--- config.mk ---
export PLATFORM = sky130hd
export DESIGN_NAME = countone_seq
export DESIGN_NICKNAME = d
export VERILOG_FILES = /design/src/rtl/countone_seq.sv
export SDC_FILE = /design/constraint.sdc
export NUM_CORES = 1
export LEC_CHECK = 0
export ABC_CLOCK_PERIOD_IN_PS = 2950
export CORE_MARGIN = 1.5
export CORE_UTILIZATION = 46
export DETAILED_ROUTE_END_ITERATION = 16
export GPL_TIMING_DRIVEN = 0
export PLACE_DENSITY = 0.86
export SLEW_MARGIN = 10
export SYNTH_ARGS = -nofsm -noshare
export SYNTH_HDL_FRONTEND = slang
export SYNTH_SLANG_ARGS = --single-unit
--- constraint.sdc ---
create_clock -name clk -period 2.95 [get_ports clk]
set_clock_uncertainty 0.1 [all_clocks]
set_input_delay 0.295 -clock clk [delete_from_list [all_inputs] [get_ports clk]]
set_output_delay 0.295 -clock clk [all_outputs]
set_load 0.02 [all_outputs]
--- src/rtl/countone_seq.sv ---
// countone_seq: ones count of a 6*CHUNKS-bit word through one shared 6-bit countone,
// one chunk per cycle, least-significant chunk first, with valid/ready on both sides.
module countone (
  input  logic [5:0] i_d,
  output logic [2:0] o_n
);
  always_comb o_n = {2'b0, i_d[0]} + {2'b0, i_d[1]} + {2'b0, i_d[2]}
                  + {2'b0, i_d[3]} + {2'b0, i_d[4]} + {2'b0, i_d[5]};
endmodule

module countone_seq #(
  parameter int CHUNKS = 4,
  parameter int CW     = 5
) (
  input  logic                clk,
  input  logic                reset,
  input  logic                in_valid,
  output logic                in_ready,
  input  logic [6*CHUNKS-1:0] in_data,
  output logic                out_valid,
  input  logic                out_ready,
  output logic [CW-1:0]       out_count,
  output logic                busy
);
  localparam int W  = 6 * CHUNKS;
  localparam int IW = CHUNKS > 1 ? $clog2(CHUNKS) : 1;
  typedef enum logic [1:0] {IDLE, RUN, DONE} state_t;
  state_t        r_state;
  logic [W-1:0]  r_sh;
  logic [CW-1:0] r_acc;
  logic [IW-1:0] r_idx;
  logic [2:0]    w_cnt;
  countone u_countone (.i_d(r_sh[5:0]), .o_n(w_cnt));
  assign in_ready  = r_state == IDLE;
  assign out_valid = r_state == DONE;
  assign busy      = r_state == RUN;
  assign out_count = r_acc;
  always_ff @(posedge clk) begin
    if (reset) begin
      r_state <= IDLE;
      r_sh    <= '0;
      r_acc   <= '0;
      r_idx   <= '0;
    end else begin
      case (r_state)
        IDLE: if (in_valid) begin
          r_sh    <= in_data;
          r_acc   <= '0;
          r_idx   <= '0;
          r_state <= RUN;
        end
        RUN: begin
          r_acc <= r_acc + CW'(w_cnt);
          r_sh  <= r_sh >> 6;
          r_idx <= r_idx + 1'b1;
          if (r_idx == IW'(CHUNKS - 1)) r_state <= DONE;
        end
        DONE: if (out_ready) r_state <= IDLE;
        default: r_state <= IDLE;
      endcase
    end
  end
endmodule

==> impl_metrics.yaml <==
status:
  status: "finished with violations"
  violations: "setup timing"
pwr:
  combPwrFrac_pct: 26.8
  seqPwrFrac_pct: 43.5
  sw_frac_of_total_pct: 28.3
  power_mw: 1.16
  netSwitchingPower_uw: 329
  power_density_nw_per_um2: 507
  p_leak_nw: 0.899
  irDropWorstVdd_mv: 0.304
  p_int_uw: 832
  power_frac_clock_pct: 29.7
yosys:
  synth.area.top_cells: "dfxtp_1 (38%), nor2_1 (6.4%), nand2b_1 (5.7%)"
  synth-xor-area-share_pct: 0.500
  synthAdderAreaFrac_pct: 8.86
  syn-num-nets: 239
  synth_top_family_by_area: "simple AND/OR/NAND/NOR gates"
  muxShareOfSynthArea_pct: 1.29
  yosysTopAreaCellShare_pct: 37.7
  yosys_register_bits: 33
  yosys_warnings: 0
  synthSimpleGateAreaFrac_pct: 29.1
  postSynthAreaPerCell_um2: 8.71
  synth-compound-area-share_pct: 14.6
  netlist-cell-type-count: 28
  synth_top_area_cell: "dfxtp_1"
  syn_area_um2: 1750
  yosysSeqAreaShare_pct: 37.7
  syn_inst: 201
worst_setup_path:
  critPathRequiredTime_ns: 3.02
  crit_path_start_kind: "flip-flop"
  cp_slowest_cell: "fa_1"
  cp_max_fo: 2
  cp_top_family: "adder cells"
  critical_path_class: "reg -> reg"
  worstPathArrival_ns: 3.27
  cp_num_buf_inv: 2
  cp_cell_sequence: "ha_4 > inv_2 > fa_1 > fa_2 > fa_1 > inv_1 > ha_4 > a211o_1 > o211ai_1 > mux2_2"
  endpoint_kind: "flip-flop"
  cpPeakStageDelay_ns: 0.54
sta:
  finalHoldViolations: 0
  rsz0062_at_grt: "true"
  fmax_ghz: 0.313
  finalCritPeriodShare_pct: 108
  fin_hold_ws_ns: 0.301
  worst_slack_ns: -0.249
  worst_pin_slew_ns: 0.499
  relSlewSlack_pct: 66.8
  slew_violations: 0
  period_needed_ns: 3.20
  setup_viol: 4
placement:
  hpwl_um: 2840
  post-place-ws_ns: -0.391
  port_buffers: 34
  gp_congestion: 0.819
die:
  die_width_um: 64.7
  die_h_um: 64.7
  core_um2: 3660
  initial_core_util_pct: 47.8
  die_area_um2: 4190
  rows: 22
  pin_count: 36
global_route:
  grt_pass1_wl_um: 6560
  grt_max_degree: 11
  first_global_vias: 1415
  antenna_found_initial: 0
  grt_util_all_layers_pct: 20.8
  grt.overflow.total: 0
clock_tree:
  cts_tree: "built"
  clk_latency_ns: 0.29
  hold_buffers: 0
  cts_sinks: 33
  cts_buffers: 5
  clockBufferDepth: 2
  htree_num_levels: 2
  cts-root-buf: "clkbuf_8"
  cts.clk_slew.worst_paths_ns: 0.07
finish:
  multi_input_comb_area_um2: 988
  antenna_cells: 0
  fin_util_pct: 62.6
  nNetsFinal: 282
  fillerInstances: 338
  area_growth_pct: 30.8
  regArea_um2: 663
  drive_above_1_share_pct: 14.8
drt:
  routed_via_density: 5.04
  dr.first_iter.drc_count: 88
  dr.pass1.iters: 4
  ant_nets: 0
  post-route-drc-count: 0
  totalWireLength_um: 3750
  num_vias: 1472
  wire_per_inst_um: 12.8
flow_run:
  maxCapViolCount: 0
min_path:
  hold_path.class: "in -> reg"
==> state kept, by name (all words and copies together) (netlist names) <==
signal and cells:
r_idx 2, r_state 2, out_count 5, r_sh 24
==> layer usage <==
metal | up-vias | wire [um] | share of wire (%) | GRT usage, %
met5 | - | 0 | 0 | 0
met1 | 682 | 1670 | 45 | 26.0
li1 | 762 | - | - | -
met4 | 0 | 50 | 1.3 | 7.18
met3 | 4 | 121 | 3.2 | 5.90
met2 | 24 | 1900 | 51 | 34.4
==> per-stage QoR <==
stage               instances  TNS [ns]  cell area (um^2)
floorplan                 201    -0.205              1760
global placement          283    -0.359              2160
detailed placement        283    -0.614              2160
CTS                       291     -1.02              2270
global route              292     -1.05              2290
finish                    292    -0.766              2290
==> synthesized netlist by cell type <==
cell type  number
or2b_1          2
or3b_2          8
nor2_1         30
nand2b_1       16
o211ai_1        2
nor3_1         14
ha_1            6
a21oi_1        19
o21bai_1        1
o21ba_2         1
buf_2           2
fa_1            4
mux2_2          2
inv_1          14
buf_4           1
buf_1           1
a211o_1         1
nor3b_1         2
or3b_1         10
clkbuf_1        8
nor3b_4         1
nor2b_2         1
a22oi_1        11
a211oi_1        5
xnor2_1         1
dfxtp_1        33
buf_6           3
nor2b_1         2
==> area by class of cell <==
cell class                      instances  share of cell area, %
Multi-Input combinational cell        139                   43.1
Sequential cell                        33                   28.9
Timing Repair Buffer                   36                   15.5
Clock buffer                            7                   3.77
Buffer                                 15                   3.71
Tap cell                               48                   2.62
Inverter                               14                   2.29
==> final timing paths <==
path | cells past startpoint | to | slack, ns | start
setup / recovery | 10 | out_count[3] | -0.25 | r_sh[0]
hold / removal | 2 | r_sh[14] | 0.30 | reset
setup reg to reg | 10 | out_count[3] | -0.25 | r_sh[0]
hold reg to reg | 1 | r_idx[0] | 0.38 | r_idx[0]
==> cell usage in the layout (no fill, tap or decap), types with 4 or more instances in the layout <==
master	Yosys	layout
a211oi_1	5	5
ha_1	6	4
or3b_1	10	10
clkdlybuf4s50_1	0	34
or3b_2	8	8
a22oi_1	11	10
dfxtp_1	33	31
nand2b_1	16	16
a21oi_1	19	19
inv_1	14	12
clkbuf_8	0	6
clkbuf_1	8	9
nor3_1	14	14
nor2_1	30	30
==> cells by family (layout without fill, tap and decap cells) <==
kind of cell / after synthesis / in the layout
compound gates: 40 / 40
xor+xnor: 1 / 1
fa+ha+maj: 10 / 10
buf+inv: 29 / 72
flops: 33 / 33
mux: 2 / 2
simple gates: 86 / 86
==> power groups by stage <==
stage	combinational (mW)	sequential, mW	clock (mW)
2_1_floorplan	0.187	0.513	0
3_3_place_gp	0.273	0.510	0
3_5_place_dp	0.289	0.512	0
4_1_cts	0.301	0.504	0.347
5_1_grt	0.355	0.511	0.369
6_report	0.311	0.505	0.344
==> timing repair <==
| item | 4_1_cts | 5_1_grt |
|---|---|---|
| hold endpoints to repair | 0 | 0 |
| pin swaps | 5 | 3 |
| gates cloned | 0 | 0 |
| resized for setup | 4 | 3 |
| setup buffers | 1 | 1 |
| setup endpoints to repair | 3 | 4 |
No activity file was read; power rests on OpenSTA's default activity.
